## src/rtl/corr_z_range_reduce.sv

```systemverilog
// Range reduction of the CORDIC z input: either halve until |z| < LIMIT_Q (scale)
// or step by 2*pi until z lies in (-pi, pi] (wrap), one iteration per cycle.
module corr_z_range_reduce #(
   parameter int WIDTH    = 32,
   parameter int FRAC     = 16,
   parameter int LIMIT_Q  = 131072,
   parameter int PI_Q     = 205887,
   parameter int TWO_PI_Q = 411775,
   parameter int CNT_W    = 16,
   parameter int MAX_ITER = 8191
) (
   input  logic             clk,
   input  logic             rst,
   input  logic             in_valid,
   output logic             in_ready,
   input  logic [WIDTH-1:0] z_in,
   input  logic             mode_in,
   output logic             out_valid,
   input  logic             out_ready,
   output logic [WIDTH-1:0] z_out,
   output logic [CNT_W-1:0] count_out,
   output logic             err
);

   typedef enum logic [1:0] {IDLE = 2'd0, RUN = 2'd1, DONE = 2'd2} state_t;

   localparam logic signed [WIDTH-1:0] LIM_S     = WIDTH'(LIMIT_Q);
   localparam logic signed [WIDTH-1:0] NEG_LIM_S = -LIM_S;
   localparam logic signed [WIDTH-1:0] PI_S      = WIDTH'(PI_Q);
   localparam logic signed [WIDTH-1:0] NEG_PI_S  = -PI_S;
   localparam logic signed [WIDTH-1:0] TWO_PI_S  = WIDTH'(TWO_PI_Q);
   localparam logic        [CNT_W-1:0] MAX_C     = CNT_W'(MAX_ITER);

   // Constants are pre-scaled, so FRAC only has to be a sane value.
   if (FRAC >= WIDTH) begin : g_frac_chk
      $error("FRAC must be smaller than WIDTH");
   end

   state_t                   state_q, state_d;
   logic signed [WIDTH-1:0]  z_q, z_d;
   logic                     mode_q, mode_d;
   logic        [CNT_W-1:0]  cnt_q, cnt_d;
   logic        [WIDTH-1:0]  z_out_q, z_out_d;
   logic        [CNT_W-1:0]  cnt_out_q, cnt_out_d;
   logic                     err_q, err_d;
   logic                     valid_q, valid_d;
   logic                     in_range_s;

   assign in_range_s = mode_q ? ((z_q > NEG_PI_S) && (z_q <= PI_S))
                              : ((z_q > NEG_LIM_S) && (z_q < LIM_S));

   always_comb begin
      state_d   = state_q;
      z_d       = z_q;
      mode_d    = mode_q;
      cnt_d     = cnt_q;
      z_out_d   = z_out_q;
      cnt_out_d = cnt_out_q;
      err_d     = err_q;
      valid_d   = valid_q;
      case (state_q)
         IDLE: begin
            if (in_valid) begin
               z_d     = $signed(z_in);
               mode_d  = mode_in;
               cnt_d   = {CNT_W{1'b0}};
               state_d = RUN;
            end else begin
               state_d = IDLE;
            end
         end
         RUN: begin
            if (in_range_s || (cnt_q == MAX_C)) begin
               z_out_d   = z_q;
               cnt_out_d = cnt_q;
               err_d     = ~in_range_s;
               valid_d   = 1'b1;
               state_d   = DONE;
            end else begin
               if (mode_q) begin
                  z_d = (z_q > PI_S) ? (z_q - TWO_PI_S) : (z_q + TWO_PI_S);
               end else begin
                  z_d = z_q >>> 1;
               end
               cnt_d = cnt_q + CNT_W'(1);
            end
         end
         DONE: begin
            if (out_ready) begin
               valid_d = 1'b0;
               state_d = IDLE;
            end else begin
               state_d = DONE;
            end
         end
         default: begin
            valid_d = 1'b0;
            state_d = IDLE;
         end
      endcase
   end

   always_ff @(posedge clk) begin
      if (rst) begin
         state_q   <= IDLE;
         z_q       <= {WIDTH{1'b0}};
         mode_q    <= 1'b0;
         cnt_q     <= {CNT_W{1'b0}};
         z_out_q   <= {WIDTH{1'b0}};
         cnt_out_q <= {CNT_W{1'b0}};
         err_q     <= 1'b0;
         valid_q   <= 1'b0;
      end else begin
         state_q   <= state_d;
         z_q       <= z_d;
         mode_q    <= mode_d;
         cnt_q     <= cnt_d;
         z_out_q   <= z_out_d;
         cnt_out_q <= cnt_out_d;
         err_q     <= err_d;
         valid_q   <= valid_d;
      end
   end

   assign in_ready  = (state_q == IDLE);
   assign out_valid = valid_q;
   assign z_out     = z_out_q;
   assign count_out = cnt_out_q;
   assign err       = err_q;

endmodule

```

## config.mk

```make
export PLATFORM = sky130hd
export DESIGN_NAME = corr_z_range_reduce
export DESIGN_NICKNAME = d
export VERILOG_FILES = /design/src/rtl/corr_z_range_reduce.sv
export SDC_FILE = /design/constraint.sdc
export NUM_CORES = 1
export LEC_CHECK = 0
export BUFFER_PORTS_ARGS = -buffer_cell sky130_fd_sc_hd__buf_2
export CAP_MARGIN = 20
export CORE_MARGIN = 2
export CORE_UTILIZATION = 59
export DETAILED_ROUTE_END_ITERATION = 10
export GPL_ROUTABILITY_DRIVEN = 0
export GPL_TIMING_DRIVEN = 0
export PLACE_DENSITY = 0.8
export SYNTH_ARGS = -nofsm -noshare
export SYNTH_HDL_FRONTEND = slang
export SYNTH_SLANG_ARGS = --single-unit
```

## constraint.sdc

```tcl
create_clock -name clk -period 4.6 [get_ports clk]
set_clock_uncertainty 0.2 [all_clocks]
set_input_delay 0.92 -clock clk [delete_from_list [all_inputs] [get_ports clk]]
set_output_delay 0.92 -clock clk [all_outputs]
set_load 0.02 [all_outputs]
```

======== Word level (Yosys, flattened, before mapping) ========
Cells that the tools add are included.
operators by class
  add/subtract/negate cells ............... 3
  order comparisons ....................... 5
  eq/ne operators ......................... 8
  muxes and demuxes ....................... 16
  bitwise logic cells ..................... 2
  reductions and logical operators ........ 10
operator list
  kind                    number
  $mux 32                 4
  $gt 32x19->1 const B    2
  $pmux 32 s2             1
  $add 32x20->32 const B  1
  $gt 32x18->1 const B    1
  $le 32x19->1 const B    1
  $lt 32x19->1 const B    1
  $mux 16                 2
  $pmux 16 s2             1
  $sub 32x20->32 const B  1
  $add 16x1->16 const B   1
  $eq 16x13->1 const B    1
  $ne 2x2->1 const B      5
  $pmux 2 s3              1
  $reduce_and 3->1        2
  $mux 1                  4
  $mux 2                  2
  $reduce_and 2->1        2
  $reduce_and 4->1        1
  $pmux 1 s3              1
  $eq 2x1->1 const B      1
  $eq 2x2->1 const B      1
  $logic_and 1x1->1       2
  $logic_not 2->1         1
  3 further kinds         4
word-level totals
  register bits after elaboration ......... 101
  bits of input ports ..................... 37
  output and inout bits ................... 51
  logic and storage cells ................. 53

======== Longest topological paths before layout ========
Gate-level depths: netlist of run 1.
  depth after elaboration ................. 6
  gate-level depth with buffers ........... 16
  depth with buffers taken out ............ 14

======== Worst setup path after synthesis of run 1 ========
OpenSTA, ideal clock, no wires.
  path type ............................... register -> register
  from .................................... reg z_q[13]
  to ...................................... reg z_q[28]
  setup time .............................. 0.091 ns
  data arrival time ....................... 3.719 ns
  data required time ...................... 4.309 ns
  slack ................................... 0.590 ns
  stages on the path, launching flop included .. 16
  buffers on the path ..................... 1
  clock period less this slack ............ 4.010 ns
  cells stage by stage .................... dfxtp_1 clkbuf_2 nand2_1 o211ai_1 a31oi_1 or2_2 inv_1 ha_1 a211oi_1 o21bai_1 a21o_1 a221oi_4 o21ai_1 a2111oi_0 nor3_1 a311oi_1
between the ends
  cells in the longest elaborated chain, start to end .. 6
  elaborated cells between the ends (all ways) .. 17
  those cells by class .................... add/sub: 2; order compare: 5; eq/ne: 1; mux: 5; reduce/logical: 4
RTL lines
  item                                         line    RTL
  start: declaration                           40      logic signed [WIDTH-1:0] z_q, z_d;
  start signal: assignment                     106     z_q <= {WIDTH{1'b0}};
  start signal: assignment                     115     z_q <= z_d;
  $gt 32x18->1, or another cell as far along   50      : ((z_q > NEG_LIM_S) && (z_q < LIM_S));
  $logic_and 1x1->1, on equally long branches  50, 49
  $mux 1                                       49      assign in_range_s = mode_q ? ((z_q > NEG_PI_S) && (z_q <= PI_S))
  $logic_or 1x1->1                             73      if (in_range_s || (cnt_q == MAX_C)) begin
  $ne 2x2->1 (no source line)                  --
  $reduce_and 3->1 (no source line)            --
Parallel ways exist; a longest one is shown, timed or not. The select of a mux whose other input is x is not followed.
A chain may end at the register's enable or synchronous reset.

======== Worst setup path after layout of run 1 ========
  from .................................... reg z_q[23]
  to ...................................... reg z_q[27]
The elaborated chain is that of the path after synthesis.

==> results of run 1 <==
==> layout by cell type (no fill, tap or decap), types with 8 or more instances in the layout <==
cell type / instances
sky130_fd_sc_hd__nor2_1: 132
sky130_fd_sc_hd__dfxtp_1: 101
sky130_fd_sc_hd__buf_2: 97
sky130_fd_sc_hd__a21oi_1: 66
sky130_fd_sc_hd__mux2i_1: 55
sky130_fd_sc_hd__nand2_1: 54
sky130_fd_sc_hd__o21ai_0: 37
sky130_fd_sc_hd__ha_1: 31
sky130_fd_sc_hd__clkbuf_1: 30
sky130_fd_sc_hd__nor3_1: 24
sky130_fd_sc_hd__a211oi_1: 19
sky130_fd_sc_hd__a21o_1: 18
sky130_fd_sc_hd__nand3_1: 13
sky130_fd_sc_hd__xnor2_1: 12
sky130_fd_sc_hd__nor4_1: 11
sky130_fd_sc_hd__nand4_1: 11
sky130_fd_sc_hd__or3_1: 11
sky130_fd_sc_hd__inv_1: 10
sky130_fd_sc_hd__nand2b_1: 10
sky130_fd_sc_hd__a31oi_1: 9
sky130_fd_sc_hd__and3_1: 9
sky130_fd_sc_hd__nand3b_1: 9
sky130_fd_sc_hd__clkbuf_8: 9
sky130_fd_sc_hd__o211ai_1: 8
sky130_fd_sc_hd__a311oi_1: 8
==> synthesized netlist by cell type (4+ instances only) <==
master / instances
sky130_fd_sc_hd__clkbuf_1: 29
sky130_fd_sc_hd__buf_6: 5
sky130_fd_sc_hd__nand2b_1: 10
sky130_fd_sc_hd__nand2_1: 54
sky130_fd_sc_hd__mux2i_1: 55
sky130_fd_sc_hd__nand3b_1: 9
sky130_fd_sc_hd__a41oi_1: 4
sky130_fd_sc_hd__o21a_1: 4
sky130_fd_sc_hd__a21oi_1: 67
sky130_fd_sc_hd__a211oi_1: 19
sky130_fd_sc_hd__nor2b_1: 7
sky130_fd_sc_hd__a21boi_0: 4
sky130_fd_sc_hd__o21ai_0: 39
sky130_fd_sc_hd__a211o_1: 4
sky130_fd_sc_hd__nand4_1: 11
sky130_fd_sc_hd__inv_1: 11
sky130_fd_sc_hd__ha_1: 31
sky130_fd_sc_hd__o41ai_1: 4
sky130_fd_sc_hd__xnor2_1: 12
sky130_fd_sc_hd__buf_2: 10
sky130_fd_sc_hd__nor4_1: 12
sky130_fd_sc_hd__o211ai_1: 8
sky130_fd_sc_hd__nor3_1: 24
sky130_fd_sc_hd__nand3_1: 13
sky130_fd_sc_hd__nor4b_1: 4
sky130_fd_sc_hd__nor2_1: 132
sky130_fd_sc_hd__a21o_1: 18
sky130_fd_sc_hd__o211a_1: 4
sky130_fd_sc_hd__a31oi_1: 10
sky130_fd_sc_hd__or3_1: 11
sky130_fd_sc_hd__dfxtp_1: 101
sky130_fd_sc_hd__a311oi_1: 8
sky130_fd_sc_hd__and3_1: 9
==> cell families after synthesis <==
logic type / Yosys count / share of synthesized area (%)
muxes: 55 / 8.48
adders and majority gates: 32 / 6.28
AOI/OAI and AO/OA: 231 / 24.4
and+or+nand+nor: 315 / 23.4
buffers and inverters: 61 / 4.38
xor gates and xnor gates: 14 / 1.89
DFF: 101 / 31.2
==> report_power, final <==
part	leakage [uW]	internal [uW]	total, uW	switching (uW)
clock	0.0000939	255	584	330
combinational	0.00244	404	1070	666
sequential	0.000821	914	995	80.3
==> metrics by stage <==
stage / cells / worst slack (ps) / TNS, ps / util (%) / hold WS (ps)
4_1_cts: 1055 / 35.2 / 0 / 67.9 / 273
3_5_place_dp: 1036 / -576 / -4370 / 65.8 / 257
3_3_place_gp: 1036 / -373 / -2940 / 65.8 / 260
2_1_floorplan: 809 / 590 / 0 / - / 261
6_report: 1058 / 53.4 / 0 / 68.5 / 288
5_1_grt: 1058 / -9.59 / -9.59 / 68.5 / 323
==> metal layers <==
layer / part of all wire (%) / GRT usage (%)
met5: 0 / 0
met4: 5.0 / 20.8
met3: 12 / 9.09
met2: 43 / 54.7
met1: 40 / 47.8
==> final timing paths <==
kind | from | endpoint | slack [ps] | depth (start not counted)
setup / recovery | z_q[23] | z_q[27] | 50 | 14
hold / removal | out_valid | out_valid | 290 | 2
setup reg to reg | z_q[23] | z_q[27] | 50 | 14
hold reg to reg | out_valid | out_valid | 290 | 2
==> worst max-delay path, cell delays in order, from the launching register on <==
cell,delay [ps]
sky130_fd_sc_hd__dfxtp_1,370
sky130_fd_sc_hd__nor4_1,400
sky130_fd_sc_hd__nand4_1,270
sky130_fd_sc_hd__a31oi_4,280
sky130_fd_sc_hd__or2_4,230
sky130_fd_sc_hd__clkinvlp_4,180
sky130_fd_sc_hd__ha_1,420
sky130_fd_sc_hd__a21o_1,230
sky130_fd_sc_hd__a221oi_1,430
sky130_fd_sc_hd__nor2b_1,250
sky130_fd_sc_hd__a21oi_2,150
sky130_fd_sc_hd__a311o_1,380
sky130_fd_sc_hd__a31o_2,300
sky130_fd_sc_hd__o41ai_1,250
sky130_fd_sc_hd__nor2_1,70
==> final cells by class <==
| class | count | area share (%) |
|---|---|---|
| multi-input combinational | 647 | 57.1 |
| inverter | 12 | 0.660 |
| tap | 140 | 2.37 |
| timing repair inverter | 1 | 0.102 |
| sequential | 101 | 27.3 |
| clock buffer | 11 | 1.78 |
| clock inverter | 5 | 0.812 |
| timing repair buffer | 93 | 6.67 |
| buffer | 48 | 3.18 |
==> flip-flops by register name (all words and copies together) (netlist names) <==
signal     cells
z_q           32
state_q        2
cnt_q         16
err            1
mode_q         1
out_valid      1
z_out         32
count_out     16
==> repair_timing <==
item,in CTS,in global routing
pin swaps,0,4
resized for setup,5,8
endpoints found under the setup margin,18,14
setup buffers,2,4
gates cloned,1,0
==> flow_metrics.env, run 1 <==
export IMPL_yosysUniqueCellTypes=70
export IMPL_clock_tree_from_tritoncts="done"
export IMPL_design_die_area_um2=11900
export IMPL_fill_cells=893
export IMPL_synth_warnings=0
export IMPL_clkTransAtPathRegs_ps=110
export IMPL_fp_coreArea_um2=10800
export IMPL_worstMarginPinSlew_ps=786
export IMPL_power_ir_vdd_worst_mv=0.202
export IMPL_synth_enable_flop_cells=0
export IMPL_report_final_setup_viol=0
export IMPL_synthArstFlopShare_pct=0
export IMPL_first_global_vias=6650
export IMPL_ios=88
export IMPL_final_area_um2=7390
export IMPL_drcViolationCount=0
export IMPL_dp_hpwl_um=15300
export IMPL_share_of_final_layout_standard_cells_stronger_than_drive_strength_1_pct=15.9
export IMPL_final_critical_path_share_of_the_clock_period_pct=98.8
export IMPL_p_leak_uw=0.00336
export IMPL_main_synth_ff_type="sky130_fd_sc_hd__dfxtp_1"
export IMPL_area_sequential_um2=2020
export IMPL_finalCriticalPeriod_ps=4550
export IMPL_crit_required_ps=4660
export IMPL_die_width_um=109
export IMPL_maxCapViolations=0
export IMPL_multiInputGateArea_um2=4220
export IMPL_clock_path_buffers=2
export IMPL_grtUsageTotal_pct=36.6
export IMPL_synth_top_area_cell="sky130_fd_sc_hd__dfxtp_1"
export IMPL_placementRows=38
export IMPL_ctsRootBufferMaster="sky130_fd_sc_hd__clkbuf_8"
export IMPL_critPathLaunchType="register"
export IMPL_worstPathArrival_ps=4610
export IMPL_fin_total_pwr_uw=2650
export IMPL_cts_num_sinks=101
export IMPL_yosys_register_bits=101
export IMPL_die_ht_um=109
export IMPL_dpl_instance_area_um2=7100
export IMPL_ctsHtreeMaxLevel=3
export IMPL_total_vias_in_the_final_route=7049
export IMPL_drt_pass1_iterations=6
export IMPL_syn_nets=878
export IMPL_yosysSeqAreaShare_pct=31.2
export IMPL_insertedDiodeCount=0
export IMPL_clock_insertion_delay_worst_skew_ps=390
export IMPL_drt_antenna_violating_nets=0
export IMPL_largest_net_degree_at_the_start_of_global_routing=17
export IMPL_power_density_nw_per_um2=358
export IMPL_hold_viol_final=0
export IMPL_grt_antenna_before_repair=0
export IMPL_synthesis_area_um2=6490
export IMPL_max_slew_headroom_pct=47.6
export IMPL_critical_path_class="register to register"
export IMPL_cp_capture_type="register"
export IMPL_grt_first_pass_wirelength_um=33500
export IMPL_fmax_ghz=0.220
export IMPL_avgRoutedWirePerCell_um=20.1
export IMPL_postSynthAreaPerCell_um2=8.02
export IMPL_initial_utilization_pct=60.1
export IMPL_syn_instance_count=809
export IMPL_holdBufCountCts=0
export IMPL_holdCritPathClass="register to register"
export IMPL_synth_area_top_cells="sky130_fd_sc_hd__dfxtp_1 31%, sky130_fd_sc_hd__mux2i_1 8.5%, sky130_fd_sc_hd__nor2_1 7.6%"
export IMPL_synthDominantCellAreaShare_pct=31.2
export IMPL_via_per_inst=6.66
export IMPL_critical_path_max_fanout=7
export IMPL_postRouteWirelength_um=21300
export IMPL_layout_nets=982
export IMPL_count_of_input_and_output_buffers=87
export IMPL_cts_buffers=9
export IMPL_detail_route_iter0_violations=811
export IMPL_area_growth_pct=13.9
export IMPL_run_status="finished, final reports clean"
export IMPL_timing_max_transition_violations_final=0
export IMPL_grt_overflow_total=0
No activity file was read; power rests on OpenSTA's default activity.
==> inputs of run 2 (changes only) <==
--- a/config.mk
+++ b/config.mk
@@ -7,7 +7,7 @@
 export LEC_CHECK = 0
 export BUFFER_PORTS_ARGS = -buffer_cell sky130_fd_sc_hd__buf_2
 export CAP_MARGIN = 20
-export CORE_MARGIN = 2
+export CORE_MARGIN = 10
 export CORE_UTILIZATION = 59
 export DETAILED_ROUTE_END_ITERATION = 10
 export GPL_ROUTABILITY_DRIVEN = 0
==> flow_metrics.env, run 2 (synthesis results as in run 1) <==
export IMPL_die_ht_um=125
export IMPL_design_die_area_um2=15600
export IMPL_cts_num_sinks=101
export IMPL_ctsHtreeMaxLevel=3
export IMPL_run_status="finished, final reports clean"
export IMPL_ctsRootBufferMaster="sky130_fd_sc_hd__clkbuf_8"
export IMPL_insertedDiodeCount=0
export IMPL_clkTransAtPathRegs_ps=100
export IMPL_fill_cells=888
export IMPL_grt_first_pass_wirelength_um=35700
export IMPL_timing_critical_path_slowest_stage_cell="sky130_fd_sc_hd__a211oi_1"
export IMPL_via_per_inst=6.79
export IMPL_gr_max_usage_layer="met2"
export IMPL_fin_total_pwr_uw=2630
export IMPL_avgRoutedWirePerCell_um=21.4
export IMPL_drt_pass1_iterations=8
export IMPL_grt_overflow_total=0
export IMPL_dp_hpwl_um=16300
export IMPL_hold_ws_ps=281
export IMPL_hold_viol_final=0
export IMPL_timing_max_transition_violations_final=0
export IMPL_grt_antenna_before_repair=0
export IMPL_grt_util_met2_pct=42.7
export IMPL_holdCritPathClass="register to register"
export IMPL_worstMarginPinSlew_ps=808
export IMPL_initial_utilization_pct=60.1
export IMPL_layout_nets=983
export IMPL_cts_buffers=9
export IMPL_crit_path_max_incr_delay_ps=390
export IMPL_chain_of_cells_forming_the_critical_path="nor4_2, nand4_1, a31oi_4, or2_4, clkinvlp_4, ha_1, clkbuf_1, nand3_1, or3_1, a21boi_0, a311o_1, a41oi_1, a211oi_1, nor4_1"
export IMPL_final_area_um2=7400
export IMPL_count_of_input_and_output_buffers=87
export IMPL_multiInputGateArea_um2=4240
export IMPL_grtUsageTotal_pct=27.5
export IMPL_report_final_setup_viol=0
export IMPL_total_vias_in_the_final_route=7192
export IMPL_ios=88
export IMPL_largest_net_degree_at_the_start_of_global_routing=17
export IMPL_gr_usage_met3_pct=7.91
export IMPL_area_growth_pct=14.0
export IMPL_power_ir_vdd_worst_mv=0.207
export IMPL_final_critical_path_share_of_the_clock_period_pct=99.2
export IMPL_fp_coreArea_um2=10800
export IMPL_dpl_instance_area_um2=7100
export IMPL_drt_antenna_violating_nets=0
export IMPL_clock_path_buffers=2
export IMPL_share_of_final_layout_standard_cells_stronger_than_drive_strength_1_pct=16.3
export IMPL_final_setup_tns_ps=0
export IMPL_crit_required_ps=4650
export IMPL_critical_path_class="register to register"
export IMPL_finalCriticalPeriod_ps=4570
export IMPL_postRouteWirelength_um=22700
export IMPL_max_slew_headroom_pct=46.1
export IMPL_area_sequential_um2=2020
export IMPL_maxCapViolations=0
export IMPL_placementRows=38
export IMPL_clock_tree_from_tritoncts="done"
export IMPL_critPathLaunchType="register"
export IMPL_die_width_um=125
export IMPL_clock_insertion_delay_worst_skew_ps=390
export IMPL_critical_path_max_fanout=8
export IMPL_worstPathArrival_ps=4620
export IMPL_leading_cell_type_in_the_layout_fill_and_taps_excluded="sky130_fd_sc_hd__nor2_1"
export IMPL_met1_usage_pct=34.3
export IMPL_power_density_nw_per_um2=356
export IMPL_first_global_vias=6888
export IMPL_layout_cells_most_common_list="132 x sky130_fd_sc_hd__nor2_1, 100 x sky130_fd_sc_hd__dfxtp_1, 97 x sky130_fd_sc_hd__buf_2"
export IMPL_drcViolationCount=0
export IMPL_p_leak_uw=0.00336
export IMPL_cp_capture_type="register"
export IMPL_detail_route_iter0_violations=1081
export IMPL_fmax_ghz=0.219
==> run 2: cell count changes in the layout (fill, tap and decap cells not counted), sizes merged <==
cell      previous run  this run
clkbuf              40        42
bufinv               1         0
clkinvlp             3         4
inv                 11        10
==> run 2: area by class of cell <==
cell class                      count  area share [%]
Multi-Input combinational cell    647            57.3
Sequential cell                   101            27.4
Timing Repair Buffer               93            6.50
Buffer                             49            3.23
Tap cell                          140            2.37
Clock buffer                       12            2.10
Inverter                           12           0.660
Clock inverter                      4           0.440
Timing Repair inverter              1           0.101
==> run 2: report_power, final <==
part | switching, uW | leakage [uW] | internal, uW
clock network | 325 | 0.0000888 | 229
registers | 82.8 | 0.000821 | 915
logic | 682 | 0.00245 | 399
==> run 2: worst max-delay path, delay by kind of cell, from the launching register on <==
family | cells | cell delay, ps
AOI/OAI and AO/OA | 5 | 1510
adders and majority gates | 1 | 340
buffers and inverters | 2 | 500
DFF | 1 | 370
and+or+nand+nor | 6 | 1490
==> run 2: worst paths after layout <==
check / startpoint / to / slack (ps) / cells after the start
max: z_q[23] / z_q[31] / 30 / 14
min: out_valid / out_valid / 280 / 2
max reg2reg: z_q[23] / z_q[31] / 30 / 14
min reg2reg: out_valid / out_valid / 280 / 2
==> run 2: stage by stage <==
step,utilization (%),cells,setup slack (ps)
after floorplan,-,809,590
after global placement,65.8,1036,-376
after detailed placement,65.8,1036,-492
after CTS,68.1,1058,93.1
after global routing,68.5,1059,-60.8
final,68.5,1059,34.8
==> run 2: routing by layer <==
| metal | share of wire (%) | vias to the layer above |
|---|---|---|
| li1 | - | 3209 |
| met5 | 0 | - |
| met1 | 38 | 3300 |
| met4 | 4.4 | 0 |
| met2 | 44 | 573 |
| met3 | 14 | 110 |
==> run 2: repair_timing <==
item                                   CTS  global route
resized for setup                        4            11
endpoints found under the hold margin    0             0
setup endpoints to repair               18            12
hold buffers                             0             0
buffers inserted                         5             1
gates cloned                             1             0
pin swaps                                1             3
